### config.mk
export PLATFORM = sky130hd
export DESIGN_NAME = mem_arbiter
export DESIGN_NICKNAME = d
export VERILOG_FILES = /design/src/rtl/riscv_pkg.sv /design/src/rtl/mem_arbiter.sv
export SDC_FILE = /design/constraint.sdc
export NUM_CORES = 1
export LEC_CHECK = 0
export CAP_MARGIN = 5
export CELL_PAD_IN_SITES_DETAIL_PLACEMENT = 1
export CELL_PAD_IN_SITES_GLOBAL_PLACEMENT = 2
export CORE_AREA = 2 2 83 85
export DETAILED_ROUTE_END_ITERATION = 16
export DIE_AREA = 0 0 85 87
export DONT_BUFFER_PORTS = 1
export PLACE_DENSITY_LB_ADDON = 0.1
export SYNTH_ARGS = -nofsm -noshare
export SYNTH_HDL_FRONTEND = slang
export SYNTH_SLANG_ARGS = --single-unit
### constraint.sdc
create_clock -name i_clk -period 2 [get_ports i_clk]
set_clock_uncertainty 0.2 [all_clocks]
set_input_delay 0.5 -clock i_clk [delete_from_list [all_inputs] [get_ports i_clk]]
set_output_delay 0.5 -clock i_clk [all_outputs]
set_load 0.1 [all_outputs]
### src/rtl/riscv_pkg.sv
// Shared types for the core's memory-side blocks: response selector for the
// single-port SRAM arbiter and the default byte-enable width.
package riscv_pkg;

  typedef enum logic [1:0] {
    RSP_NONE = 2'd0,
    RSP_INST = 2'd1,
    RSP_DATA = 2'd2
  } rsp_sel_e;

  localparam int PKG_DATA_WIDTH = 32;
  localparam int BE_WIDTH       = PKG_DATA_WIDTH / 8;

endpackage

### src/rtl/mem_arbiter.sv
// Shares one single-port SRAM between instruction fetch and the data port,
// with data priority bounded by a starvation counter and fetch-flush support.
module mem_arbiter
  import riscv_pkg::*;
#(
  parameter int DATA_WIDTH      = PKG_DATA_WIDTH,
  parameter int ADDR_WIDTH      = 12,
  parameter int MAX_DATA_STREAK = 4
) (
  input  logic                    i_clk,
  input  logic                    i_rst,
  input  logic                    i_inst_req,
  input  logic [ADDR_WIDTH-1:0]   i_inst_addr,
  input  logic                    i_inst_flush,
  output logic                    o_inst_gnt,
  output logic                    o_inst_rvalid,
  output logic [DATA_WIDTH-1:0]   o_inst_rdata,
  input  logic                    i_data_req,
  input  logic                    i_data_we,
  input  logic [DATA_WIDTH/8-1:0] i_data_be,
  input  logic [ADDR_WIDTH-1:0]   i_data_addr,
  input  logic [DATA_WIDTH-1:0]   i_data_wdata,
  output logic                    o_data_gnt,
  output logic                    o_data_rvalid,
  output logic [DATA_WIDTH-1:0]   o_data_rdata,
  output logic                    o_mem_en,
  output logic                    o_mem_we,
  output logic [DATA_WIDTH/8-1:0] o_mem_be,
  output logic [ADDR_WIDTH-1:0]   o_mem_addr,
  output logic [DATA_WIDTH-1:0]   o_mem_wdata,
  input  logic [DATA_WIDTH-1:0]   i_mem_rdata
);

  localparam int BE_W     = DATA_WIDTH / 8;
  localparam int STREAK_W = $clog2(MAX_DATA_STREAK + 1);
  localparam logic [STREAK_W-1:0] STREAK_MAX = STREAK_W'(MAX_DATA_STREAK);

  logic [STREAK_W-1:0] r_streak;
  logic [STREAK_W-1:0] w_streak_nxt;
  rsp_sel_e            r_rsp;
  rsp_sel_e            w_rsp_nxt;
  logic                w_inst_gnt;
  logic                w_data_gnt;

  // Data wins unless a fetch has already waited out a full data streak.
  always_comb begin
    w_data_gnt = i_data_req && (!i_inst_req || (r_streak < STREAK_MAX));
    w_inst_gnt = i_inst_req && !w_data_gnt;
  end

  always_comb begin
    w_streak_nxt = r_streak;
    if (!i_inst_req || w_inst_gnt) begin
      w_streak_nxt = '0;
    end else if (w_data_gnt && (r_streak < STREAK_MAX)) begin
      w_streak_nxt = r_streak + STREAK_W'(1);
    end
  end

  always_comb begin
    w_rsp_nxt = RSP_NONE;
    if (w_inst_gnt) begin
      w_rsp_nxt = RSP_INST;
    end else if (w_data_gnt && !i_data_we) begin
      w_rsp_nxt = RSP_DATA;
    end
  end

  always_ff @(posedge i_clk or posedge i_rst) begin
    if (i_rst) begin
      r_rsp    <= RSP_NONE;
      r_streak <= '0;
    end else begin
      r_rsp    <= w_rsp_nxt;
      r_streak <= w_streak_nxt;
    end
  end

  // Idle cycles drive the SRAM bus to all zeros.
  always_comb begin
    o_mem_en    = w_inst_gnt || w_data_gnt;
    o_mem_we    = 1'b0;
    o_mem_be    = '0;
    o_mem_addr  = '0;
    o_mem_wdata = '0;
    if (w_data_gnt) begin
      o_mem_we    = i_data_we;
      o_mem_be    = i_data_be;
      o_mem_addr  = i_data_addr;
      o_mem_wdata = i_data_wdata;
    end else if (w_inst_gnt) begin
      o_mem_be    = {BE_W{1'b1}};
      o_mem_addr  = i_inst_addr;
    end
  end

  assign o_inst_gnt    = w_inst_gnt;
  assign o_data_gnt    = w_data_gnt;
  assign o_inst_rvalid = (r_rsp == RSP_INST) && !i_inst_flush;
  assign o_data_rvalid = (r_rsp == RSP_DATA);
  assign o_inst_rdata  = i_mem_rdata;
  assign o_data_rdata  = i_mem_rdata;

endmodule

After elaboration in Yosys (flattened, before gate mapping). Cells that the tools add are included.

Bits in writable memories: 0. Memories: 0. Input port bits: 98. Latch bits: 0. Logic and storage cells: 29. Bits in read-only memories: 0. Register bits after elaboration: 5. Output and inout port bits: 118.

Equality and inequality tests: 2. Shifts and indexed selects: 0. $add $sub $neg: 1. Multiplexer cells: 10. Bitwise logic cells: 0. Divide/modulo/power cells: 0. Order comparisons: 1. Reduce and logical (&&, ||, !) cells: 13. Multiply operators: 0.

Operator list (number): $mux W32 (1); $mux W12 (2); $mux W4 (2); $mux W3 (2); $logic_and A1 B1 Y1 (5); $logic_not A1 Y1 (4); $mux W2 (2); $add A3 B1 Y3 const B (1); $logic_or A1 B1 Y1 (3); $lt A3 B3 Y1 const B (1); $eq A2 B1 Y1 const B (1); $eq A2 B2 Y1 const B (1); $reduce_bool A2 Y1 (1); $mux W1 (1).

Longest topological paths before layout.
Depth after elaboration: 7. Depth in mapped cells: 4. Depth with buffers taken out: 2.

Worst setup path after synthesis. OpenSTA, ideal clock, no wires.

Kind: input to output. From: input port i_inst_flush. To: output port o_inst_rvalid. Path slack: -1.388 ns. Cell stages on the path: 1. Data arrival time: 2.688 ns. Required time: 1.300 ns. Path buffers: 0. Path through: nor3b_1.

Word-level cells in the longest chain between the ends: 2.

RTL lines: start, declared (line mem_arbiter.sv:14) `input logic i_inst_flush,`; $logic_not A1 Y1 (line mem_arbiter.sv:99) `assign o_inst_rvalid = (r_rsp == RSP_INST) && !i_inst_flush;`; $logic_and A1 B1 Y1 (line mem_arbiter.sv:99); end, declared (line mem_arbiter.sv:16) `output logic o_inst_rvalid,`.

Every way passes these cells.

Worst setup path in the final report.
From: register r_streak[2]. To: output port o_mem_wdata[21].

Word-level cells in the longest chain between the ends: 4.

RTL lines: start, declared (line mem_arbiter.sv:38) `logic [STREAK_W-1:0] r_streak;`; start signal, assigned (line mem_arbiter.sv:75) `r_streak <= w_streak_nxt;`; $lt A3 B3 Y1 (line mem_arbiter.sv:47) `w_data_gnt = i_data_req && (!i_inst_req || (r_streak < STREAK_MAX));`; $logic_or A1 B1 Y1 (line mem_arbiter.sv:47); $logic_and A1 B1 Y1 (line mem_arbiter.sv:47); $mux W32 (line mem_arbiter.sv:86) `if (w_data_gnt) begin`; end, declared (line mem_arbiter.sv:30) `output logic [DATA_WIDTH-1:0] o_mem_wdata,`.

Every way passes these cells.

==> out/results.tsv <==
stage	metric	value	unit
detailed_routing	num_vias	831	
cells_and_area	fillers	724	
critical_path	crit_slowest_cell	dfrtp_2	
yosys	synth_nets	239	
critical_path	crit_chain	a21boi_4 > buf_4 > and2_2 > buf_12	
critical_path	reg2reg_from	r_streak[2]$_DFFE_PP0P_	
clocking	cts_root_buffer	clkbuf_8	
clocking	cts_buffers	3	
sta	drv_slew	0	
placed_design	port_buffers	0	
global_route	grt.overflow.total	0	
global_route	grt_max_degree	28	
placed_design	place.gp.congestion	0.7284	
placed_design	dpl.cell_count	188	
clocking	cts_tree	done	
clocking	clock_latency	0.22	ns
critical_path	cp_data_arrival_time	1.41	ns
critical_path	worstSetupStartpoint	r_streak[2]$_DFFE_PP0P_	
power_and_ir_drop	p_leak	0.7366	nW
detailed_routing	drtIter0Drc	9	
global_route	grt_usage	8.518	%
sta	tightest_slew	0.5228	ns
run_status	outcome	finished, violations left	
critical_path	worst_r2r_path_depth	3	
detailed_routing	drc	0	
floorplanning	die_w	85	um
clocking	path_clk_slew	0.04	ns
cells_and_area	fin_cells	194	
yosys	yosysSeqAreaShare	11.04	%
sta	min_period	2.112	ns
cells_and_area	final_common_cell	buf_12	
detailed_routing	antenna_left	0	
yosys	synth_area	1134	um2
critical_path	cpPeakStageDelay	0.42	ns
clocking	clk_path_buf_depth	2	
floorplanning	rows	30	
yosys	postSynthCellCount	140	
power_and_ir_drop	powerDensity	665.6	nW/um2
critical_path	end_kind	output pin	
sta	layout_setup_ws	-0.1125	ns
sta	relSlewSlack	65.35	%
sta	hold_viol_final	0	
cells_and_area	fin_util	25.43	%
global_route	grt_pass1_wl	4919	um
sta	fmax	0.4734	GHz
sta	rsz0062_at_grt	true	
detailed_routing	first_pass_iters	3	
floorplanning	dieArea	7395	um2
detailed_routing	via_per_inst	4.284	
power_and_ir_drop	peakVddDrop	0.0002054	V
yosys	syn_area_per_cell	8.097	um2
clocking	htree_levels	1	
critical_path	required	1.30	ns
detailed_routing	wire_per_inst	17.89	um
cells_and_area	layout_common_cells	35 x buf_12, 18 x and2_4, 16 x and2_2, 9 x a32o_2, 5 x buf_4	
clocking	cts.sinks	5	
critical_path	critPathMaxFanout	10	
yosys	ys_types	18	
cells_and_area	insertedDiodeCount	0	
floorplanning	boundaryPins	216	
floorplanning	coreArea	6569	um2
cells_and_area	area_growth_syn_to_layout	47.35	%
detailed_routing	drt-total-wl	3471	um
critical_path	worstSetupStartpointType	flip-flop	
cells_and_area	nets	214	
global_route	antenna_found_initial	0	
floorplanning	dieHeight	87	um
global_route	grt_pass1_vias	901	
floorplanning	initial_utilization	17.26	%
worst_hold_path	hold_class	flip-flop to flip-flop	
critical_path	r2r-end	r_rsp[0]$_DFF_PP0_	
yosys	yosys_warnings	0	
sta	post-route-period-util	105.6	%
placed_design	hpwl	3043	um
critical_path	endpoint	o_mem_wdata[21]	
run	max-cap-violations	0	
cells_and_area	drive_above_1_share	89.47	%
yosys	ys_ff_latch	5	
critical_path	ff2ff_setup_slack	0.65	ns
sta	tns	-4.273	ns
sta	setup_violations	46	
critical_path	critical_path_class	flip-flop to output pin	
run_status	violations	negative setup slack	
-- metal layers --
| metal | routed length [um] | track usage, % |
|---|---|---|
| met2 | 1867 | 15.63 |
| met3 | 400 | 2.370 |
| met1 | 1063 | 8.461 |
| met4 | 139 | 5.339 |
| met5 | 0 | 0 |
-- sequential cells by signal, summed over array words and instances (netlist names) --
signal / count
r_rsp: 2
r_streak: 3
-- cells by family after synthesis --
group                      synth area share, %
adders and majority gates                1.104
DFF                                      11.04
AOI/OAI and AO/OA                        14.68
and+or+nand+nor                          23.84
buffers and inverters                    49.34
-- worst max-delay path: cells and delay by family, from the launching register on --
family / cells / cell delay (ns)
AOI/OAI and AO/OA: 1 / 0.20
buffers and inverters: 2 / 0.37
DFF: 1 / 0.42
and+or+nand+nor: 1 / 0.18
-- Yosys cell counts, drive strengths merged --
cell	n	area (um2)
a32o	12	120.1
a22o	4	35.03
dfrtp	5	125.1
and2b	1	7.510
nor2b	1	6.260
a21boi	1	11.26
nand2b	1	6.260
buf	72	551.8
nor3b	3	22.52
ha	1	12.51
or2	1	6.260
nor3	1	5.000
inv	1	3.750
clkbuf	1	3.750
and2	34	212.7
nand2	1	3.750
-- report_power, final --
part	total, mW	internal [mW]	switching, mW	leakage, nW
clock network	0.188	0.134	0.0542	0.0255
registers	0.108	0.106	0.00268	0.0649
logic	0.815	0.251	0.564	0.646
-- per-stage QoR --
| step | hold WS, ns | setup slack (ns) | area, um2 | power, mW |
|---|---|---|---|---|
| after floorplan | 0.07852 | -0.3076 | 1287 | 1.324 |
| after global routing | 0.2605 | -0.1744 | 1670 | 1.139 |
| final | 0.2434 | -0.1125 | 1670 | 1.112 |
| after global placement | 0.09706 | 0.01113 | 1584 | 0.9205 |
| after detailed placement | 0.1028 | 0.008014 | 1584 | 0.9230 |
| after CTS | 0.2489 | -0.1378 | 1664 | 1.120 |
-- timing repair --
action,4_1_cts,5_1_grt
setup buffers,1,0
hold buffers,1,0
endpoints found under the setup margin,51,50
resized for setup,4,5
pin swaps,4,4
endpoints found under the hold margin,5,0
-- layout make-up --
class	count	area, um2	area share (%)
Inverter	1	3.754	0.2247
Timing Repair Buffer	43	770.7	46.14
Multi-Input combinational cell	61	623.1	37.30
Clock inverter	1	5.005	0.2996
Tap cell	80	100.1	5.993
Clock buffer	3	41.29	2.472
Sequential cell	5	126.4	7.566
-- worst min path at each step --
stage	from	to	slack [ns]	cells after the start
6_report	r_streak[0]$_DFFE_PP0P_	r_streak[0]$_DFFE_PP0P_	0.24	1
5_1_grt	i_inst_req	r_streak[0]$_DFFE_PP0P_	0.26	2
4_1_cts	r_streak[0]$_DFFE_PP0P_	r_streak[0]$_DFFE_PP0P_	0.25	1
3_5_place_dp	i_rst	r_rsp[0]$_DFF_PP0_	0.10	1
3_3_place_gp	i_rst	r_rsp[0]$_DFF_PP0_	0.1	1
2_1_floorplan	i_rst	r_rsp[0]$_DFF_PP0_	0.08	1
(Power assumes the default switching activity.)
